===== config.mk =====
export PLATFORM = sky130hd
export DESIGN_NAME = vector_stream_alu_flat
export DESIGN_NICKNAME = d
export VERILOG_FILES = /design/src/rtl/vec_alu_pkg.sv /design/src/rtl/vector_stream_alu_if.sv /design/src/rtl/vector_lane_op.sv /design/src/rtl/vector_stream_alu.sv /design/src/flat_wrapper.sv
export SDC_FILE = /design/constraint.sdc
export NUM_CORES = 2
export LEC_CHECK = 0
export BUFFER_PORTS_ARGS = -buffer_cell sky130_fd_sc_hd__buf_2
export CORE_AREA = 8 8 261 263
export CTS_CLUSTER_SIZE = 40
export DETAILED_ROUTE_END_ITERATION = 6
export DIE_AREA = 0 0 269 271
export PLACE_DENSITY = 0.88
export SLEW_MARGIN = 10
export SYNTH_ARGS = -nofsm -noshare
export SYNTH_HDL_FRONTEND = slang
export SYNTH_HIERARCHICAL = 1
export SYNTH_SLANG_ARGS = --single-unit

===== constraint.sdc =====
create_clock -name clk -period 14.4 [get_ports clk]
set_input_delay 0.72 -clock clk [delete_from_list [all_inputs] [get_ports clk]]
set_output_delay 0.72 -clock clk [all_outputs]
set_load 0.05 [all_outputs]

===== src/rtl/vec_alu_pkg.sv =====
// Shared types and the saturation helper for the vector stream ALU.
package vec_alu_pkg;

  typedef enum logic [2:0] {
    OP_ADD = 3'd0,
    OP_SUB = 3'd1,
    OP_MUL = 3'd2,
    OP_AND = 3'd3,
    OP_OR  = 3'd4,
    OP_XOR = 3'd5,
    OP_MIN = 3'd6,
    OP_MAX = 3'd7
  } op_t;

  typedef enum logic [1:0] {
    IDLE = 2'd0,
    RUN  = 2'd1,
    DONE = 2'd2
  } state_t;

  // Clamp a signed value to the range of a signed 'width'-bit number.
  function automatic logic signed [31:0] sat_to_bits(input logic signed [31:0] value,
                                                     input int unsigned width);
    logic signed [31:0] max_v;
    logic signed [31:0] min_v;
    max_v = (32'sd1 <<< (width - 1)) - 32'sd1;
    min_v = -(32'sd1 <<< (width - 1));
    if (value > max_v) begin
      return max_v;
    end else if (value < min_v) begin
      return min_v;
    end
    return value;
  endfunction

endpackage


===== src/rtl/vector_stream_alu_if.sv =====
// Operand/result bundle between the requester and the vector stream ALU.
interface vector_stream_alu_if #(
  parameter int unsigned BITS    = 8,
  parameter int unsigned MAX_LEN = 16,
  parameter int unsigned LEN_W   = 8,
  parameter int unsigned RW      = BITS + $clog2(MAX_LEN)
);
  logic                    start;
  logic signed [BITS-1:0]  A [MAX_LEN];
  logic [LEN_W-1:0]        A_len;
  logic signed [BITS-1:0]  B [MAX_LEN];
  logic [LEN_W-1:0]        B_len;
  logic signed [BITS-1:0]  scalar;
  logic                    scalar_sel;
  logic [2:0]              op_sel;
  logic                    sat_en;
  logic                    busy;
  logic                    done;
  logic signed [BITS-1:0]  S [MAX_LEN];
  logic [LEN_W-1:0]        S_len;
  logic signed [RW-1:0]    R;

  modport master (
    output start, A, A_len, B, B_len, scalar, scalar_sel, op_sel, sat_en,
    input  busy, done, S, S_len, R
  );

  modport slave (
    input  start, A, A_len, B, B_len, scalar, scalar_sel, op_sel, sat_en,
    output busy, done, S, S_len, R
  );
endinterface


===== src/rtl/vector_lane_op.sv =====
// Combinational single-element ALU with optional signed saturation.
// Assumes BITS <= 16 so every intermediate fits in 32 bits.
module vector_lane_op
  import vec_alu_pkg::*;
#(
  parameter int unsigned BITS       = 8,
  parameter int unsigned MULT_SHIFT = 0
) (
  input  logic signed [BITS-1:0] a,
  input  logic signed [BITS-1:0] b,
  input  op_t                    op,
  input  logic                   sat_en,
  output logic signed [BITS-1:0] res
);

  logic signed [BITS:0]     sum;
  logic signed [BITS:0]     diff;
  logic signed [2*BITS-1:0] prod;
  logic signed [2*BITS-1:0] prod_sh;
  logic signed [31:0]       wide;

  // Full-precision arithmetic, then wrap or clamp back to BITS.
  always_comb begin
    sum     = {a[BITS-1], a} + {b[BITS-1], b};
    diff    = {a[BITS-1], a} - {b[BITS-1], b};
    prod    = (2*BITS)'(a) * (2*BITS)'(b);
    prod_sh = prod >>> MULT_SHIFT;
    wide    = '0;
    res     = '0;
    case (op)
      OP_ADD:  wide = 32'(sum);
      OP_SUB:  wide = 32'(diff);
      OP_MUL:  wide = 32'(prod_sh);
      default: wide = '0;
    endcase
    case (op)
      OP_ADD, OP_SUB, OP_MUL: res = sat_en ? BITS'(sat_to_bits(wide, BITS)) : BITS'(wide);
      OP_AND:  res = a & b;
      OP_OR:   res = a | b;
      OP_XOR:  res = a ^ b;
      OP_MIN:  res = (a < b) ? a : b;
      OP_MAX:  res = (a > b) ? a : b;
      default: res = '0;
    endcase
  end

endmodule


===== src/rtl/vector_stream_alu.sv =====
// Lane-parallel vector ALU: latches operands on start, processes LANES
// elements per RUN beat, accumulates a running sum, pulses done once.
module vector_stream_alu
  import vec_alu_pkg::*;
#(
  parameter int unsigned BITS       = 8,
  parameter int unsigned LANES      = 4,
  parameter int unsigned MAX_LEN    = 16,
  parameter int unsigned MULT_SHIFT = 0,
  parameter int unsigned LEN_W      = 8,
  parameter int unsigned RW         = BITS + $clog2(MAX_LEN)
) (
  input logic clk,
  input logic rst_n,
  vector_stream_alu_if.slave bus
);

  localparam int unsigned IW = LEN_W + 1;
  localparam int unsigned AW = (MAX_LEN > 1) ? $clog2(MAX_LEN) : 1;
  localparam logic [LEN_W-1:0] MaxLenW = LEN_W'(MAX_LEN);

  state_t                 state_q, state_d;
  logic signed [BITS-1:0] a_q [MAX_LEN];
  logic signed [BITS-1:0] a_d [MAX_LEN];
  logic signed [BITS-1:0] b_q [MAX_LEN];
  logic signed [BITS-1:0] b_d [MAX_LEN];
  logic signed [BITS-1:0] s_q [MAX_LEN];
  logic signed [BITS-1:0] s_d [MAX_LEN];
  logic signed [BITS-1:0] scalar_q, scalar_d;
  op_t                    op_q, op_d;
  logic                   scalar_sel_q, scalar_sel_d;
  logic                   sat_q, sat_d;
  logic [LEN_W-1:0]       len_q, len_d;
  logic [LEN_W-1:0]       s_len_q, s_len_d;
  logic [IW-1:0]          base_q, base_d;
  logic signed [RW-1:0]   r_q, r_d;
  logic signed [RW-1:0]   acc;

  logic [LEN_W-1:0]       req_len;
  logic [LEN_W-1:0]       eff_len;

  logic [IW-1:0]          lane_idx   [LANES];
  logic                   lane_valid [LANES];
  logic signed [BITS-1:0] lane_a     [LANES];
  logic signed [BITS-1:0] lane_b     [LANES];
  logic signed [BITS-1:0] lane_res   [LANES];

  // Requested length: shorter operand (or A alone with scalar), capped at MAX_LEN.
  always_comb begin
    req_len = bus.scalar_sel ? bus.A_len : ((bus.A_len < bus.B_len) ? bus.A_len : bus.B_len);
    eff_len = (req_len > MaxLenW) ? MaxLenW : req_len;
  end

  // Route the current beat's elements to the lanes.
  always_comb begin
    for (int j = 0; j < LANES; j++) begin
      lane_idx[j]   = base_q + IW'(j);
      lane_valid[j] = lane_idx[j] < {1'b0, len_q};
      lane_a[j]     = '0;
      lane_b[j]     = scalar_sel_q ? scalar_q : '0;
      if (lane_idx[j] < IW'(MAX_LEN)) begin
        lane_a[j] = a_q[lane_idx[j][AW-1:0]];
        if (!scalar_sel_q) lane_b[j] = b_q[lane_idx[j][AW-1:0]];
      end
    end
  end

  for (genvar j = 0; j < LANES; j++) begin : g_lane
    vector_lane_op #(
      .BITS      (BITS),
      .MULT_SHIFT(MULT_SHIFT)
    ) u_lane (
      .a     (lane_a[j]),
      .b     (lane_b[j]),
      .op    (op_q),
      .sat_en(sat_q),
      .res   (lane_res[j])
    );
  end

  // FSM next state plus operand latch, result write and reduction updates.
  always_comb begin
    state_d      = state_q;
    a_d          = a_q;
    b_d          = b_q;
    s_d          = s_q;
    scalar_d     = scalar_q;
    op_d         = op_q;
    scalar_sel_d = scalar_sel_q;
    sat_d        = sat_q;
    len_d        = len_q;
    s_len_d      = s_len_q;
    base_d       = base_q;
    r_d          = r_q;
    acc          = r_q;
    case (state_q)
      IDLE: begin
        if (bus.start) begin
          a_d          = bus.A;
          b_d          = bus.B;
          scalar_d     = bus.scalar;
          op_d         = op_t'(bus.op_sel);
          scalar_sel_d = bus.scalar_sel;
          sat_d        = bus.sat_en;
          len_d        = eff_len;
          s_len_d      = eff_len;
          base_d       = '0;
          r_d          = '0;
          for (int i = 0; i < MAX_LEN; i++) s_d[i] = '0;
          state_d      = (eff_len == '0) ? DONE : RUN;
        end
      end
      RUN: begin
        for (int j = 0; j < LANES; j++) begin
          if (lane_idx[j] < IW'(MAX_LEN)) begin
            s_d[lane_idx[j][AW-1:0]] = lane_valid[j] ? lane_res[j] : '0;
          end
          if (lane_valid[j]) acc = acc + RW'(lane_res[j]);
        end
        r_d    = acc;
        base_d = base_q + IW'(LANES);
        if (base_q + IW'(LANES) >= {1'b0, len_q}) state_d = DONE;
      end
      DONE:    state_d = IDLE;
      default: state_d = IDLE;
    endcase
  end

  // State and datapath registers; reset clears every visible output.
  always_ff @(posedge clk or negedge rst_n) begin
    if (!rst_n) begin
      state_q      <= IDLE;
      for (int i = 0; i < MAX_LEN; i++) begin
        a_q[i] <= '0;
        b_q[i] <= '0;
        s_q[i] <= '0;
      end
      scalar_q     <= '0;
      op_q         <= OP_ADD;
      scalar_sel_q <= 1'b0;
      sat_q        <= 1'b0;
      len_q        <= '0;
      s_len_q      <= '0;
      base_q       <= '0;
      r_q          <= '0;
    end else begin
      state_q      <= state_d;
      a_q          <= a_d;
      b_q          <= b_d;
      s_q          <= s_d;
      scalar_q     <= scalar_d;
      op_q         <= op_d;
      scalar_sel_q <= scalar_sel_d;
      sat_q        <= sat_d;
      len_q        <= len_d;
      s_len_q      <= s_len_d;
      base_q       <= base_d;
      r_q          <= r_d;
    end
  end

  assign bus.busy  = (state_q != IDLE);
  assign bus.done  = (state_q == DONE);
  assign bus.S     = s_q;
  assign bus.S_len = s_len_q;
  assign bus.R     = r_q;

endmodule


===== src/flat_wrapper.sv =====
// flat-port wrapper written by rule: the top's interface ports become plain ports
module vector_stream_alu_flat import vec_alu_pkg::*;
#(
  parameter int unsigned BITS       = 8,
  parameter int unsigned LANES      = 4,
  parameter int unsigned MAX_LEN    = 16,
  parameter int unsigned MULT_SHIFT = 0,
  parameter int unsigned LEN_W      = 8,
  parameter int unsigned RW         = BITS + $clog2(MAX_LEN)
)
  (clk, rst_n, bus_start, bus_A, bus_A_len, bus_B, bus_B_len, bus_scalar, bus_scalar_sel, bus_op_sel, bus_sat_en, bus_busy, bus_done, bus_S, bus_S_len, bus_R);
  vector_stream_alu_if #(.BITS(BITS), .MAX_LEN(MAX_LEN), .LEN_W(LEN_W), .RW(RW)) bus_i ();
  input logic clk;
  input logic rst_n;
  input wire logic [$bits(bus_i.start)-1:0] bus_start;
  input wire logic [$bits(bus_i.A)-1:0] bus_A;
  input wire logic [$bits(bus_i.A_len)-1:0] bus_A_len;
  input wire logic [$bits(bus_i.B)-1:0] bus_B;
  input wire logic [$bits(bus_i.B_len)-1:0] bus_B_len;
  input wire logic [$bits(bus_i.scalar)-1:0] bus_scalar;
  input wire logic [$bits(bus_i.scalar_sel)-1:0] bus_scalar_sel;
  input wire logic [$bits(bus_i.op_sel)-1:0] bus_op_sel;
  input wire logic [$bits(bus_i.sat_en)-1:0] bus_sat_en;
  output wire logic [$bits(bus_i.busy)-1:0] bus_busy;
  output wire logic [$bits(bus_i.done)-1:0] bus_done;
  output wire logic [$bits(bus_i.S)-1:0] bus_S;
  output wire logic [$bits(bus_i.S_len)-1:0] bus_S_len;
  output wire logic [$bits(bus_i.R)-1:0] bus_R;
  assign bus_i.start = bus_start;
  assign bus_i.A = {>>{bus_A}};
  assign bus_i.A_len = bus_A_len;
  assign bus_i.B = {>>{bus_B}};
  assign bus_i.B_len = bus_B_len;
  assign bus_i.scalar = bus_scalar;
  assign bus_i.scalar_sel = bus_scalar_sel;
  assign bus_i.op_sel = bus_op_sel;
  assign bus_i.sat_en = bus_sat_en;
  assign bus_busy = bus_i.busy;
  assign bus_done = bus_i.done;
  assign bus_S = {>>{bus_i.S}};
  assign bus_S_len = bus_i.S_len;
  assign bus_R = bus_i.R;
  vector_stream_alu #(.BITS(BITS), .LANES(LANES), .MAX_LEN(MAX_LEN), .MULT_SHIFT(MULT_SHIFT), .LEN_W(LEN_W), .RW(RW)) u_core (.clk(clk), .rst_n(rst_n), .bus(bus_i));
endmodule

# Yosys cells after proc, flatten, opt, wreduce, memory -nomap -nowiden
# Index checks and enable logic that the tools add are counted.
# word_totals
output_inout_bits	150
register_bits	428
in_bits	288
# op_classes
muxes	124
reduce_logical	13
addsub	16
n_mul	4
n_eq_ne	11
magnitude_cmp	35
n_bitwise	16
# op_table
op	count
$mux W128	8
$bwmux W128	4
$mux W8	64
$pmux W32 S3	4
$bmux W8 S4	8
$pmux W128 S2	1
$pmux W8 S6	4
$demux W8 S4	4
$gt A32 B8 Y1 const B	4
$lt A32 B8 Y1 const B	4
$mux W12	8
$mul A8 B8 Y16	4
$add A12 B8 Y12	4
$lt A8 B8 Y1	5
$add A8 B8 Y9	4
$lt A9 B5 Y1 const B	4
$lt A9 B8 Y1	4
$sub A8 B8 Y9	4
$and A8 B8 Y8	4
$gt A8 B8 Y1	4
$or A8 B8 Y8	4
$xor A8 B8 Y8	4
$pmux W12 S2	1
$ge A5 B5 Y1 const B	4
other kinds (26)	56

# Longest topological paths before layout
# logic_depth
word_depth	28
mapped_depth	57
depth_no_buf	55

# Cells and area by module
# Netlist, hierarchy kept.
# by_module_without_submodules
mod	area_each_um2	cells_each	seq_area_each_um2	n_inst
vector_stream_alu	21230.4	2201	10660.2	1
vector_lane_op at u_core.g_lane[1].u_lane ...	4187.8	524	0.0	2
vector_lane_op at u_core.g_lane[2].u_lane	4194.0	541	0.0	1
vector_lane_op at u_core.g_lane[0].u_lane	4131.5	544	0.0	1

# Least setup slack after synthesis
# No wires, ideal clock.
# synth_path
path_kind	register to register
start	reg u_core.base_q[2]
end	reg u_core.r_q[11], in the netlist u_core/bus.R[11]
path_buffers	3
setup_time_ps	83
arrival_time_ps	12562
path_stages_with_launch	57
required_ps	14317
slack_ps	1755
path_cell_list	dfrtp_1 clkbuf_1 buf_2 buf_1 mux4_2 nand2_1 nand2_1 inv_1 nor2_1 fa_1 inv_1 fa_1 inv_1 fa_1 inv_1 fa_1 inv_1 ha_1 [... 21 more ...] nand2_1 o21ai_0 inv_1 ha_1 or3_1 o21ai_0 a21oi_1 xor2_1 mux2_2 ha_1 and4_1 a221o_1 a21o_1 a21oi_1 xor2_1 nor2_1 xnor3_1 o21ai_0
# synth_lines
item	line	rtl
from (decl)	vector_stream_alu.sv:35	logic [IW-1:0] base_q, base_d;
from (signal assigned)	vector_stream_alu.sv:157	base_q <= base_d;
to (signal assigned)	vector_stream_alu.sv:158	r_q <= r_d;
to (decl)	vector_stream_alu.sv:36	logic signed [RW-1:0] r_q, r_d;

==> impl_metrics.py <==
metrics = {
    "outcome": {
        "status": "complete, but fails checks",
        "violations": "design-rule violations",
    },
    "placement": {
        "dp_hpwl_um": 96500,
        "portBuffers": 437,
        "place_ws_ps": 928,
        "dp_cells": 5488,
        "gp_congestion": 0.998,
    },
    "worst_setup_path": {
        "cp_slowest_stage_delay_ps": 730,
        "cp.required_ps": 14910,
        "crit_slowest_cell": "dfrtp_4",
        "crit_path_start_kind": "flip-flop",
        "critPathMostFrequentCell": "inv_1",
        "endpoint_kind": "flip-flop",
        "r2r_setup_slack_ps": 850,
        "rr_startpoint": "u_core/base_q[3]",
        "startpoint": "u_core/base_q[3]",
        "reg2regPathDepth": 53,
        "crit_path_max_fanout": 31,
        "critPathTopFamily": "adder cells",
        "arrival_ps": 14060,
        "criticalPathCategory": "flip-flop to flip-flop",
        "path_buf_inv": 7,
        "reg2reg_to": "u_core/bus.R[11]",
    },
    "clock_network": {
        "ctsLongestPathBuffers": 3,
        "cts_hold_buf": 0,
        "clkSinkCount": 426,
        "root_buffer": "clkbuf_16",
        "cts_tree": "done",
        "ctsHtreeMaxLevel": 2,
        "insertion_delay_ps": 620,
        "clk_pin_slew_ps": 60,
        "numCtsBuffers": 46,
    },
    "synth": {
        "ys_types": 115,
        "synth-seq-cells": 426,
        "ys.flop_type": "dfrtp_1",
        "avgSynthCellArea_um2": 8.75,
        "synthCells": 4334,
        "synth_fp_nets": 5157,
        "synth_edf_count": 0,
        "synth_area_um2": 37900,
        "yosysWarningCount": 6,
        "ys_seq_area_frac": 0.281,
        "synthArstFlopShare": 1.00,
    },
    "layout": {
        "fin_cells": 5576,
        "area_delta_synth_final_pct": 12.1,
        "fill_cells": 4986,
        "nets": 5506,
        "drive_gt1_frac": 0.157,
    },
    "sta": {
        "setup_slack_ps": 847,
        "hold_viol_final": 0,
        "timing.fmax_mhz": 73.8,
        "finalClockSkew_ps": 53.7,
        "rsz0062_at_grt": "no",
        "setup-tns-final_ps": 0,
        "max-slew-margin-rel": 0.115,
        "min_period_over_period": 0.941,
        "period_minus_slack_ps": 13550,
        "slew_viol_final": 0,
        "worstMarginPinSlew_ps": 1330,
        "finalSetupViolations": 0,
    },
    "drt": {
        "post_drt_wl_per_cell_um": 22.6,
        "ant_nets": 0,
        "drtPass1Iterations": 7,
        "num_vias": 34200,
        "drc_errors": 12,
        "drt_iter0_drc": 3809,
        "totalWireLength_um": 126000,
        "routed_via_density": 6.14,
    },
    "grt": {
        "antenna_found_initial": 7,
        "grt_pass1_vias": 34400,
        "grt_max_degree": 226,
        "grt_usage": 0.339,
        "grt_pass1_wl_um": 194000,
        "grt.overflow.total": 0,
    },
    "hold_path": {
        "hold_class": "primary input to asynchronous set/reset pin",
    },
    "die": {
        "ios": 438,
        "initial_core_util": 0.594,
        "die-area_um2": 72900,
        "die_h_um": 271,
        "core.rowCount": 93,
        "fp.coreArea_um2": 63900,
        "dieWidth_um": 269,
    },
    "run": {
        "drv_cap": 0,
    },
}
synthesized netlist by cell type, types with 12 or more instances:
master    number  share of area
nand2b_1      19         0.0031
nor4_1        15         0.0025
clkbuf_1     131          0.013
a31oi_1       22         0.0036
mux4_2        64          0.038
nand2_1     1072           0.11
ha_1         303           0.10
a22o_1       136          0.031
nand3_1       31         0.0041
a221o_1       13         0.0034
o22ai_1       28         0.0046
xnor2_1       78          0.018
buf_2         15         0.0020
o21a_1        15         0.0030
a21o_1        34         0.0067
o221ai_1      14         0.0032
o21ai_1       12         0.0016
nor3_1        31         0.0041
a211oi_1      27         0.0053
clkinv_1      17         0.0017
dfrtp_1      426           0.28
o21ai_0      135          0.018
nor2_1       284          0.028
nor2b_1       21         0.0035
a21oi_1      140          0.018
buf_1         19         0.0019
inv_1        493          0.049
mux2_2        17         0.0050
a22oi_1       21         0.0042
mux2i_1       91          0.024
o21bai_1      12         0.0024
fa_1         232           0.12
xor2_1        27         0.0062
and3_1        55         0.0091
o211ai_1      30         0.0059
layer usage:
layer,GRT usage,wire length [um]
met1,0.457,49900
met2,0.519,55700
met3,0.0839,14000
met4,0.142,6260
met5,0,77
logic make-up (layout without fill, tap and decap cells):
group,Yosys count,in the layout,synth area share
xor+xnor,110,110,0.0272
buf+inv,692,1078,0.0712
simple gates,1622,1622,0.180
other cells,0,1,0
flops,426,426,0.281
compound gates,773,773,0.150
fa+ha+maj,535,535,0.222
mux,176,176,0.0686
state kept, by name, summed over array words and instances, names as in the netlist:
signal and flops:
u_core/a_q 128, u_core/b_q 128, u_core/base_q 7, u_core/bus.R 12, u_core/bus.S 128, u_core/bus.S_len 8
u_core/op_q 3, u_core/sat_q 1, u_core/scalar_q 8, u_core/scalar_sel_q 1, u_core/state_q 2
worst max-delay path by stage:
| stage | endpoint | slack, ps | cells past startpoint |
|---|---|---|---|
| after floorplan | u_core/bus.R[11] | 1760 | 56 |
| after global placement | u_core/bus.R[11] | 1270 | 53 |
| after detailed placement | u_core/bus.R[11] | 930 | 53 |
| after CTS | u_core/bus.R[11] | 860 | 53 |
| after global routing | u_core/bus.R[11] | 160 | 56 |
| final | u_core/bus.R[11] | 850 | 53 |
per-stage QoR:
| step | hold WS [ps] | cell area (um^2) | util |
|---|---|---|---|
| after floorplan | 424 | 37900 | - |
| after global placement | 452 | 40800 | 0.639 |
| after detailed placement | 459 | 40800 | 0.639 |
| after CTS | 186 | 42500 | 0.665 |
| after global routing | 237 | 42500 | 0.666 |
| final | 176 | 42500 | 0.666 |
placed cells by master, fill, tap and decap left out, types with 28 or more instances in the layout:
master / netlist / final
inv_1: 493 / 493
and3_1: 55 / 55
a21o_1: 34 / 34
nand2_1: 1072 / 1071
mux4_2: 64 / 64
o21ai_0: 135 / 134
ha_1: 303 / 303
o211ai_1: 30 / 30
buf_4: 4 / 38
a22o_1: 136 / 136
nand3_1: 31 / 31
clkbuf_16: 0 / 46
mux2i_1: 91 / 91
a21oi_1: 140 / 140
nor2_1: 284 / 282
nor3_1: 31 / 30
fa_1: 232 / 232
xnor2_1: 78 / 78
o22ai_1: 28 / 28
buf_2: 15 / 436
dfrtp_1: 426 / 422
what timing repair did:
| item | in CTS | in global routing |
|---|---|---|
| setup endpoints to repair | 0 | 1 |
| gates resized for setup | 0 | 1 |
| setup buffers | 0 | 2 |
worst reg2reg max path, delay by kind of cell, from the launching register on:
kind                     cells  cell delay (ps)
adder cells (fa/ha/maj)     10             4040
AO/OA/AOI/OAI               19             3580
flip-flops                   1              730
buffers and inverters        7             1080
multiplexers                 4             1100
XOR/XNOR                     5             1030
AND/OR/NAND/NOR              8             1920
final cells by class:
class / instances / area (um^2) / area share
timing repair buffer: 479 / 2560 / 0.0603
multi-input combinational: 3216 / 24600 / 0.579
tap: 855 / 1070 / 0.0252
clock inverter: 26 / 419 / 0.00986
inverter: 514 / 1930 / 0.0454
sequential: 426 / 10700 / 0.251
clock buffer: 59 / 1260 / 0.0296
antenna: 1 / 2.50 / 0.0000588
Power is left out: the tool's default activity adds up to more than one toggle a clock period on the data nets, which glitch-free logic cannot reach.
